==> config.mk <==
export PLATFORM = sky130hd
export DESIGN_NAME = uart_tx_arbiter
export DESIGN_NICKNAME = d
export VERILOG_FILES = /design/src/rtl/uart_pkg.sv /design/src/rtl/uart_tx_shifter.sv /design/src/rtl/uart_tx_arbiter.sv
export SDC_FILE = /design/constraint.sdc
export NUM_CORES = 1
export LEC_CHECK = 0
export ABC_AREA = 1
export BUFFER_PORTS_ARGS = -buffer_cell sky130_fd_sc_hd__buf_2
export CAP_MARGIN = 25
export CORE_MARGIN = 5
export CORE_UTILIZATION = 56
export DETAILED_ROUTE_END_ITERATION = 7
export PLACE_DENSITY = 0.78
export SLEW_MARGIN = 25
export SYNTH_ARGS = -nofsm -noshare
export SYNTH_HDL_FRONTEND = slang
export SYNTH_HIERARCHICAL = 1
export SYNTH_SLANG_ARGS = --single-unit
==> constraint.sdc <==
create_clock -name clk -period 2.2 [get_ports clk]
set_clock_uncertainty 0.05 [all_clocks]
set_input_delay 0.11 -clock clk [delete_from_list [all_inputs] [get_ports clk]]
set_output_delay 0.11 -clock clk [all_outputs]
set_load 0.02 [all_outputs]
==> src/rtl/uart_pkg.sv <==
// Shared types and constants for the arbitrated UART transmitter.
// Optional feature macro: UART_PARITY_EN (adds an even-parity bit, 11-bit frame).
package uart_pkg;

    typedef enum logic [2:0] {
        IDLE,
        START,
        DATA,
        PARITY,
        STOP
    } uart_state_e;

    // 100 MHz system clock divided down to 9600 baud.
    localparam int CLK_DIV_9600 = 10417;

`ifdef UART_PARITY_EN
    localparam int FRAME_BITS = 11;
`else
    localparam int FRAME_BITS = 10;
`endif

endpackage

==> src/rtl/uart_tx_shifter.sv <==
// Frame serialiser: baud counter, bit index, shift register, registered txd and FSM.
// Accepts a byte on i_load while idle; pulses o_done on the final tick of the stop bit.
// Optional feature macro: UART_PARITY_EN (inserts an even-parity bit before STOP).
module uart_tx_shifter
    import uart_pkg::*;
#(
    parameter int CLK_DIV = CLK_DIV_9600,
    parameter int DATA_W  = 8
) (
    input  logic              clk,
    input  logic              rst,
    input  logic              i_load,
    input  logic [DATA_W-1:0] i_data,
    output logic              o_txd,
    output logic              o_busy,
    output logic              o_done
);

    localparam int CNT_W = $clog2(CLK_DIV);
    localparam int BIT_W = (DATA_W > 1) ? $clog2(DATA_W) : 1;
    localparam logic [CNT_W-1:0] CNT_RELOAD = CNT_W'(CLK_DIV - 1);
    localparam logic [BIT_W-1:0] BIT_LAST   = BIT_W'(DATA_W - 1);

    uart_state_e       r_state;
    uart_state_e       w_state_next;
    logic [CNT_W-1:0]  r_cnt;
    logic [BIT_W-1:0]  r_bit_idx;
    logic [DATA_W-1:0] r_shift;
    logic              r_parity;
    logic              r_txd;
    logic              w_tick;
    logic              w_done;
    logic              w_txd_next;

    assign w_tick = (r_cnt == '0);

    // Next-state decode; every state lasts one full baud period ending on a tick.
    always_comb begin
        w_state_next = r_state;
        w_done       = 1'b0;
        case (r_state)
            IDLE:   if (i_load) w_state_next = START;
            START:  if (w_tick) w_state_next = DATA;
            DATA: begin
                if (w_tick && (r_bit_idx == BIT_LAST)) begin
`ifdef UART_PARITY_EN
                    w_state_next = PARITY;
`else
                    w_state_next = STOP;
`endif
                end
            end
            PARITY: if (w_tick) w_state_next = STOP;
            STOP: begin
                if (w_tick) begin
                    w_state_next = IDLE;
                    w_done       = 1'b1;
                end
            end
            default: w_state_next = IDLE;
        endcase
    end

    // Line level for the next cycle; changes only on state entry or a data-bit tick.
    always_comb begin
        w_txd_next = 1'b1;
        case (w_state_next)
            IDLE:   w_txd_next = 1'b1;
            START:  w_txd_next = 1'b0;
            DATA: begin
                if (w_tick) begin
                    w_txd_next = (r_state == START) ? r_shift[0] : r_shift[1];
                end else begin
                    w_txd_next = r_txd;
                end
            end
            PARITY: w_txd_next = r_parity;
            STOP:   w_txd_next = 1'b1;
            default: w_txd_next = 1'b1;
        endcase
    end

    // State register; reset aborts any frame in flight.
    always_ff @(posedge clk) begin
        if (!rst) begin
            r_state <= IDLE;
        end else begin
            r_state <= w_state_next;
        end
    end

    // Baud counter, latched byte copy and registered line driver.
    always_ff @(posedge clk) begin
        if (!rst) begin
            r_cnt     <= CNT_RELOAD;
            r_bit_idx <= '0;
            r_shift   <= '0;
            r_parity  <= 1'b0;
            r_txd     <= 1'b1;
        end else begin
            if (r_state == IDLE) begin
                r_cnt <= CNT_RELOAD;
                if (i_load) begin
                    r_shift   <= i_data;
                    r_parity  <= ^i_data;
                    r_bit_idx <= '0;
                end
            end else begin
                r_cnt <= w_tick ? CNT_RELOAD : (r_cnt - 1'b1);
            end
            if ((r_state == DATA) && w_tick) begin
                r_shift   <= r_shift >> 1;
                r_bit_idx <= r_bit_idx + 1'b1;
            end
            r_txd <= w_txd_next;
        end
    end

    assign o_txd  = r_txd;
    assign o_busy = (r_state != IDLE);
    assign o_done = w_done;

endmodule

==> src/rtl/uart_tx_arbiter.sv <==
// Two-source byte arbiter in front of a single 8N1 UART transmitter.
// req1 has fixed priority when sw=1, otherwise sources alternate via rr_ptr.
// Optional feature macro: UART_PARITY_EN (passed through to the serialiser).
module uart_tx_arbiter
    import uart_pkg::*;
#(
    parameter int CLK_DIV = CLK_DIV_9600,
    parameter int DATA_W  = 8
) (
    input  logic              clk,
    input  logic              rst,
    input  logic              sw,
    input  logic              req0_valid,
    input  logic [DATA_W-1:0] req0_data,
    output logic              req0_ready,
    input  logic              req1_valid,
    input  logic [DATA_W-1:0] req1_data,
    output logic              req1_ready,
    output logic              txd,
    output logic              busy,
    output logic [1:0]        grant
);

    logic              r_rr_ptr;
    logic [1:0]        r_grant;
    logic              w_pick0;
    logic              w_pick1;
    logic              w_acc0;
    logic              w_acc1;
    logic              w_load;
    logic [DATA_W-1:0] w_load_data;
    logic              w_busy;
    logic              w_done;

    // Winner selection, only meaningful while the line is idle.
    always_comb begin
        w_pick1 = req1_valid && (!req0_valid || sw || r_rr_ptr);
        w_pick0 = req0_valid && !w_pick1;
        req0_ready  = !w_busy && w_pick0 && rst;
        req1_ready  = !w_busy && w_pick1 && rst;
        w_acc0      = req0_valid && req0_ready;
        w_acc1      = req1_valid && req1_ready;
        w_load      = w_acc0 || w_acc1;
        w_load_data = w_acc1 ? req1_data : req0_data;
    end

    // Grant owner and round-robin pointer; the pointer moves to the loser on accept.
    always_ff @(posedge clk) begin
        if (!rst) begin
            r_rr_ptr <= 1'b0;
            r_grant  <= 2'b00;
        end else if (w_load) begin
            r_grant  <= {w_acc1, w_acc0};
            r_rr_ptr <= w_acc0;
        end else if (w_done) begin
            r_grant  <= 2'b00;
        end
    end

    uart_tx_shifter #(
        .CLK_DIV (CLK_DIV),
        .DATA_W  (DATA_W)
    ) u_shifter (
        .clk    (clk),
        .rst    (rst),
        .i_load (w_load),
        .i_data (w_load_data),
        .o_txd  (txd),
        .o_busy (w_busy),
        .o_done (w_done)
    );

    assign busy  = w_busy;
    assign grant = r_grant;

endmodule

==> metrics.cfg, run 1 <==
[outcome]
status=finished, final reports clean

[logic_synthesis]
synth-seq-cells=33
yosys.area.top_type_share=0.3506
syn_area_mm2=0.001884
synth_cell_type_count=32
netlist_instances=270
yosysTopAreaCell=dfxtp_1
synthTopCellsByArea=dfxtp_1 35%, nand2_1 15%, inv_1 6.6%
seq_area_frac_synth=0.3506
syn_nets=295
syn_avg_cell_area_um2=6.979
yosys_warnings=6

[power_and_ir_drop]
internal-power_uw=884.9
power.switching_uw=381.0
p_seq_frac=0.512
p_total_mw=1.266
power.leakage_nw=1.016
powerDensity_mw_per_mm2=606.9
swShare=0.3010
vdd_drop_max_mv=0.3123
p_comb_frac=0.218
pwr-share-clk=0.269

[clock_network]
cts-root-buf=clkbuf_4
cts_inserted_buffers=5
post-cts-setup-buffers=0
worstSkewPairLatency_ns=0.33
cts_buffer_depth=2
cts_tree=done
clock-sinks=33
cts_hold_buf=0
htree_levels=2
path_clk_slew_ns=0.09

[place]
pre_cts_ws_ns=0.2123
dp_cells=338
dp_hpwl_mm=2.800
portBuffers=26
place.gp.congestion=0.7972

[worst_setup_path]
path_max_fanout=14
critPathCaptureType=flop
slowest_stage=dfxtp_2
rrSetupSlack_ns=0.21
crit_chain=inv_1 > nand2_4 > nor2_4 > nand3_4 > clkinv_2 > nand2_1 > nand2_1 > xnor2_1 > xnor2_1 > nor2_1 > o21bai_1 > inv_1
critPathMaxStageDelay_ns=0.35
crit_buf_inv=3
worst-setup-path-type=reg -> reg
startpoint_type=flop
crit_family=simple AND/OR/NAND/NOR gates
worst_ep_arrival_time_ns=2.18
cp_data_required_time_ns=2.39

[timing]
final_max_slew_viol_count=0
relSlewSlack=0.8331
fmax_mhz=501.4
tightest_slew_ns=0.2480
hold_viol=0
setup_viol=0
final.min_clock_period_ns=1.994
fin_crit_sh=0.9065
timing.final.ws_setup_ns=0.2057
rsz0062_at_grt=no
fin_tns_setup_ns=0

[routing]
drt-initial-drc-count=49
vias=1668
final_antenna_net_count=0
avgViaCountPerCell=4.835
firstDrtPassIters=6
wl_mm=3.598
wl_per_cell_um=10.43
drc=0

[die]
start_util=0.5737
die_h_um=68.01
die-area_mm2=0.004625
core_mm2=0.003284
ios=27
die_x_um=68.01
fp-row-count=21

[global_routing]
overflow=0
grt_pass1_vias=1593
grt_max_degree=17
grt_antenna_before_repair=0
grt_pass1_wl_mm=6.444
grt_use_total=0.1851

[cells_and_area]
regArea_um2=661.9
layout-drive-gt1-share=0.1773
fill_cells=311
syn_to_final_growth_pct=10.69
diodes=0
multiInputGateArea_mm2=0.001041
finalNetCount=324
finalNonFillerCells=345

[min_path]
hold_class=in -> reg

[job]
maxCapViolCount=0

[cells in the mapped netlist, drive strengths merged]
cell	n
o2111ai	1
dfxtp	33
nor3b	1
nor4	1
nand4	5
nor2	34
a21boi	1
clkinv	1
xor2	2
nand3	10
o21bai	1
buf	3
xnor2	6
o211ai	1
nor3	2
ha	4
a21oi	20
nand2	80
inv	36
o21ai	27
clkbuf	1
[layer usage]
metal  track usage  wire (µm)
met1        0.1980       1601
met2        0.3394       1773
met3       0.05090        163
met4       0.07444         59
met5             0          0
[per-stage QoR]
step	instance area (µm²)	utilization	hold WS (ns)
detailed placement	2029	0.6179	0.3513
global placement	2029	0.6179	0.3507
CTS	2085	0.6347	0.03260
global route	2086	0.6350	0.04309
finish	2086	0.6350	0.03279
floorplan	1884	-	0.2276
[cells by family after synthesis]
| family | Yosys count | share of synthesized area |
|---|---|---|
| buf+inv | 41 | 0.09694 |
| compound gates | 51 | 0.1434 |
| flops | 33 | 0.3506 |
| fa+ha+maj | 4 | 0.02656 |
| simple gates | 133 | 0.3453 |
| xor+xnor | 8 | 0.03719 |
[flip-flops by register name, summed over array words and instances (netlist names)]
| name | count |
|---|---|
| u_shifter/r_cnt | 14 |
| u_shifter/r_shift | 8 |
| u_shifter/r_bit_idx | 3 |
| u_shifter/r_state | 3 |
| grant | 2 |
| r_rr_ptr | 1 |
| u_shifter/o_txd | 1 |
| u_shifter/r_parity | 1 |
[cell type report]
type / instances / share of cell area
tap: 46 / 0.02759
clock buffer: 7 / 0.02639
inverter: 37 / 0.06719
sequential: 33 / 0.3173
multi-input combinational: 196 / 0.4991
timing repair buffer: 26 / 0.06239
[power groups by stage]
| stage | logic (mW) | registers, mW | clock network (mW) |
|---|---|---|---|
| 2_1_floorplan | 0.215 | 0.667 | 0 |
| 3_3_place_gp | 0.275 | 0.663 | 0 |
| 3_5_place_dp | 0.279 | 0.662 | 0 |
| 4_1_cts | 0.280 | 0.649 | 0.356 |
| 5_1_grt | 0.319 | 0.653 | 0.384 |
| 6_report | 0.276 | 0.649 | 0.341 |
[final timing paths]
| path | from | endpoint | depth (start not counted) |
|---|---|---|---|
| setup / recovery | u_shifter/r_state[1] | u_shifter/r_parity | 12 |
| hold / removal | rst | u_shifter/o_txd | 2 |
| hold reg to reg | u_shifter/r_cnt[0] | u_shifter/r_cnt[0] | 1 |
| setup reg to reg | u_shifter/r_state[1] | u_shifter/r_parity | 12 |
[layout by cell type, fill, tap and decap left out, drive strengths merged, types with 2 or more instances in the layout]
cell type and instances:
a21oi 20, buf 26, clkbuf 7, dfxtp 33
ha 4, inv 36, nand2 80, nand3 10
nand4 5, nor2 34, nor3 2, o21ai 27
xnor2 6, xor2 2
[timing repair]
action,in CTS,in global routing
setup endpoints to repair,0,1
endpoints found under the hold margin,0,0
resized for setup,0,1
Note: power is estimated with default switching activity, not from simulation.
==> run 2, diff against run 1 <==
--- a/config.mk
+++ b/config.mk
@@ -11,7 +11,7 @@
 export CORE_MARGIN = 5
 export CORE_UTILIZATION = 56
 export DETAILED_ROUTE_END_ITERATION = 7
-export PLACE_DENSITY = 0.78
+export PLACE_DENSITY = 0.81
 export SLEW_MARGIN = 25
 export SYNTH_ARGS = -nofsm -noshare
 export SYNTH_HDL_FRONTEND = slang
==> run 2 against run 1 <==
  * Clock power shrank 1%
  * Sequential cell count unchanged
  * Design area hardly changed
  * Count of clock-buffer cells in the layout unchanged
  * Register-to-register slack about the same
  * First-iteration DRC count up 78%
  * Combinational power about the same
  * Critical path type unchanged
  * Highest routed layer unchanged
==> metrics.cfg, run 2 (synthesis gave the netlist of run 1 again) <==
[outcome]
status=finished, final reports clean

[worst_setup_path]
rrSetupSlack_ns=0.22
r2r_cells=12
worst_ep_arrival_time_ns=2.16
r2r_end=u_shifter/r_parity
path_max_fanout=14
endpoint=u_shifter/r_parity
worst-setup-path-type=reg -> reg
cp-startpoint=u_shifter/r_state[2]
startpoint_type=flop
r2r_start=u_shifter/r_state[2]
cp_data_required_time_ns=2.38
critPathCaptureType=flop

[routing]
drt-initial-drc-count=87
drc=0
vias=1702
top_layer_used=met4
wl_met2_mm=1.811
final_antenna_net_count=0
wl_mm=3.619
wl_met3_um=178
wl_per_cell_um=10.49
wl_met1_mm=1.580
avgViaCountPerCell=4.933
firstDrtPassIters=4

[power_and_ir_drop]
p_seq_frac=0.514
internal-power_uw=885.0
power.switching_uw=380.7
p_total_mw=1.266
p_comb_frac=0.221
powerDensity_mw_per_mm2=607.2
vdd_drop_max_mv=0.4013
power.leakage_nw=1.016
swShare=0.3008
pwr-share-clk=0.266

[job]
maxCapViolCount=0

[cells_and_area]
regMostFlops=u_shifter/r_cnt
syn_to_final_growth_pct=10.62
finalNetCount=324
finalNonFillerCells=345
layout_commonest_cell=nand2_1
fin_util=0.6347
final_cell_area_mm2=0.002085
reg_top3=u_shifter/r_cnt x14, u_shifter/r_shift x8
layout-drive-gt1-share=0.1773
largest_reg_flops=14
final_cell_mix=77 x nand2_1, 33 x dfxtp_1, 32 x inv_1
diodes=0

[timing]
fmax_mhz=504.4
hold_viol=0
setup_viol=0
relSlewSlack=0.8380
final.min_clock_period_ns=1.983
fin_crit_sh=0.9011
tightest_slew_ns=0.2412
fin_tns_setup_ns=0
final_max_slew_viol_count=0
holdWs_ns=0.03515
timing.final.ws_setup_ns=0.2175
rsz0062_at_grt=no

[min_path]
worstHoldStart=rst
hold_class=in -> reg

[clock_network]
htree_levels=2
cts-root-buf=clkbuf_4
post_cts_resized=0
path_clk_slew_ns=0.09
cts_tree=done
cts_buffer_depth=2
cts_hold_buf=0
cts_inserted_buffers=5
clock-sinks=33
post-cts-setup-buffers=0
worstSkewPairLatency_ns=0.33

[die]
fp-row-count=21
die-area_mm2=0.004625
start_util=0.5737
core_mm2=0.003284
die_h_um=68.01
ios=27
die_x_um=68.01

[global_routing]
grt_use_total=0.1761
grt_pass1_vias=1612
overflow=0
grt_max_degree=17
grt_pass1_wl_mm=6.272
grt_antenna_before_repair=0

[place]
portBuffers=26
dp_cells=338
place.gp.congestion=0.7952
pre_cts_ws_ns=0.2247
postPlaceCellArea_mm2=0.002029
dp_hpwl_mm=2.901

[run 2: cell count changes in the layout (fill, tap and decap cells not counted)]
cell     before  now
dfxtp_1      32   33
dfxtp_2       1    0
inv_1        33   32
inv_2         3    4
[run 2: worst min-delay path by stage]
stage | end | slack (ns) | cells past startpoint
after floorplan | grant[0] | 0.23 | 2
after global placement | u_shifter/r_cnt[0] | 0.35 | 1
after detailed placement | u_shifter/r_cnt[0] | 0.36 | 1
after CTS | u_shifter/o_txd | 0.02 | 2
after global routing | u_shifter/o_txd | 0.02 | 2
final | u_shifter/o_txd | 0.04 | 2
[run 2: layout make-up]
type,instances,area [µm²]
inverters,37,140.1
repair buffers,26,130.1
clock buffers,7,55.05
fillers,311,1200
flip-flops and latches,33,660.6
well taps,46,57.56
multi-input cells,196,1041
[run 2: power by group through the flow]
stage | Clock (mW) | Combinational, mW | Sequential [mW]
global placement | 0 | 0.275 | 0.663
CTS | 0.352 | 0.281 | 0.651
global route | 0.381 | 0.319 | 0.655
detailed placement | 0 | 0.280 | 0.665
floorplan | 0 | 0.215 | 0.667
finish | 0.336 | 0.279 | 0.650
[run 2: per-layer routing]
layer,track usage,vias to the layer above
li1,-,920
met1,0.1908,742
met2,0.3261,34
met3,0.05255,6
met4,0.05211,0
met5,0,-
[run 2: critical path, cell delays in order (launching register included)]
cell and delay (ns):
dfxtp_1 0.37, nor2_4 0.15, nand2_4 0.11, nor2_4 0.16
nand3_4 0.17, clkinv_2 0.15, nand2_1 0.06, nand2_1 0.08
xor2_1 0.19, xnor2_1 0.16, nor2_1 0.07, o21bai_1 0.13
inv_1 0.04
==> run 3, diff against run 2 <==
--- a/config.mk
+++ b/config.mk
@@ -11,6 +11,7 @@
 export CORE_MARGIN = 5
 export CORE_UTILIZATION = 56
 export DETAILED_ROUTE_END_ITERATION = 7
+export GPL_TIMING_DRIVEN = 0
 export PLACE_DENSITY = 0.81
 export SLEW_MARGIN = 25
 export SYNTH_ARGS = -nofsm -noshare
==> run 3 against run 2 <==
  * Fmax fell by 0.31%
  * First-iteration DRC count decreased by 33%
  * Register-to-register slack about the same
  * Design area increased by 2.0%
  * Cell count is 1.2% higher
  * Critical path type unchanged
==> metrics.cfg, run 3 (synthesis gave the netlist of run 1 again) <==
[outcome]
status=finished, final reports clean

[die]
die_h_um=68.01
fp-row-count=21
core_mm2=0.003284
die_x_um=68.01
die-area_mm2=0.004625
start_util=0.5737
ios=27

[cells_and_area]
fin_util=0.6476
layout_commonest_cell=nand2_1
layout-drive-gt1-share=0.1881
regMostFlops=u_shifter/r_cnt
reg_top3=u_shifter/r_cnt x14, u_shifter/r_shift x8
syn_to_final_growth_pct=12.88
final_cell_mix=77 x nand2_1, 33 x dfxtp_1, 32 x inv_1
finalNetCount=328
diodes=0
largest_reg_flops=14

[routing]
drt-initial-drc-count=58
avgViaCountPerCell=4.914
wl_per_cell_um=10.45
firstDrtPassIters=4
vias=1715
final_antenna_net_count=0
wl_mm=3.646
drc=0

[clock_network]
cts-root-buf=clkbuf_4
htree_levels=2
clock-sinks=33
path_clk_slew_ns=0.09
worstSkewPairLatency_ns=0.33
post-cts-setup-buffers=0
cts_inserted_buffers=5
cts_tree=done
cts_buffer_depth=2

[global_routing]
grt_pass1_wl_mm=6.603
grt_use_total=0.1878
grt_max_degree=11
overflow=0
grt_pass1_vias=1630
grt_antenna_before_repair=0

[timing]
fin_crit_sh=0.9040
fin_tns_setup_ns=0
final_max_slew_viol_count=0
setup_viol=0
final.min_clock_period_ns=1.989
hold_viol=0
rsz0062_at_grt=no
relSlewSlack=0.8341
tightest_slew_ns=0.2466
fmax_mhz=502.8

[place]
portBuffers=26
place.gp.congestion=0.8729
dp_hpwl_mm=2.957

[min_path]
hold_class=in -> reg
hold_path_depth=3

[worst_setup_path]
startpoint_type=flop
slowest_stage=dfxtp_1
r2r_cells=12
worst_ep_arrival_time_ns=2.17
cp_data_required_time_ns=2.38
critPathCaptureType=flop
critPathMaxStageDelay_ns=0.38
worst-setup-path-type=reg -> reg
path_max_fanout=10
crit_chain=nor2_4 > nand2_4 > nor2_4 > nand3_4 > buf_6 > nand2_1 > nand2_1 > xnor2_1 > xnor2_1 > nor2_1 > o21bai_1 > inv_1

[power_and_ir_drop]
power.leakage_nw=1.039
vdd_drop_max_mv=0.3520
powerDensity_mw_per_mm2=602.0

[job]
maxCapViolCount=0

## run 3: cell types whose count changed in the layout (fill, tap and decap cells not counted)
cell | before | now
buf_6 | 0 | 2
buf_8 | 0 | 1
clkbuf_2 | 0 | 1
## run 3: area by class of cell
| cell class | count | area (µm²) |
|---|---|---|
| fillers | 320 | 1157 |
| clock buffers | 7 | 55.05 |
| repair buffers | 26 | 130.1 |
| inverters | 37 | 140.1 |
| plain buffers | 4 | 42.54 |
| flip-flops and latches | 33 | 660.6 |
| well taps | 46 | 57.56 |
| multi-input cells | 196 | 1041 |
## run 3: stage by stage
step,cells,instance area [µm²],power [mW],hold slack (ns),setup slack [ns]
floorplan,270,1884,0.8819,0.2276,0.3529
global placement,342,2072,0.9479,0.3527,0.2505
detailed placement,342,2072,0.9553,0.3588,0.1838
CTS,349,2127,1.299,0.04277,0.1702
global route,349,2127,1.373,0.04892,0.01181
finish,349,2127,1.281,0.05911,0.2112
## run 3: what timing repair did
item                                    4_1_cts  5_1_grt
endpoints found under the setup margin        0        1
gates resized for setup                       0        1
hold endpoints to repair                      0        0
hold buffers                                  0        0
## run 3: worst paths after layout
check,from,end,slack (ns)
max,u_shifter/r_state[2],u_shifter/r_parity,0.21
min,req0_valid,grant[0],0.06
max reg2reg,u_shifter/r_state[2],u_shifter/r_parity,0.21
min reg2reg,u_shifter/r_cnt[0],u_shifter/r_cnt[0],0.37
## run 3: where the power goes
part	switching [mW]	total [mW]	internal (mW)	leakage, nW
combinational	0.178	0.289	0.112	0.739
sequential	0.0198	0.650	0.631	0.269
clock	0.190	0.341	0.151	0.0314
total	0.388	1.28	0.893	1.04
## run 3: per-layer routing
| layer | share of wire | up-vias | global-route usage |
|---|---|---|---|
| li1 | - | 924 | - |
| met4 | 0.027 | 0 | 0.08685 |
| met2 | 0.49 | 37 | 0.3285 |
| met1 | 0.44 | 741 | 0.2078 |
| met3 | 0.047 | 13 | 0.05419 |
| met5 | 0 | - | 0 |
## run 3: worst max-delay path, delay by kind of cell, from the launching register on
kind	cells	cell delay (ns)
AO/OA/AOI/OAI	1	0.13
XOR/XNOR	2	0.37
buffers and inverters	2	0.20
flip-flops	1	0.38
AND/OR/NAND/NOR	7	0.76
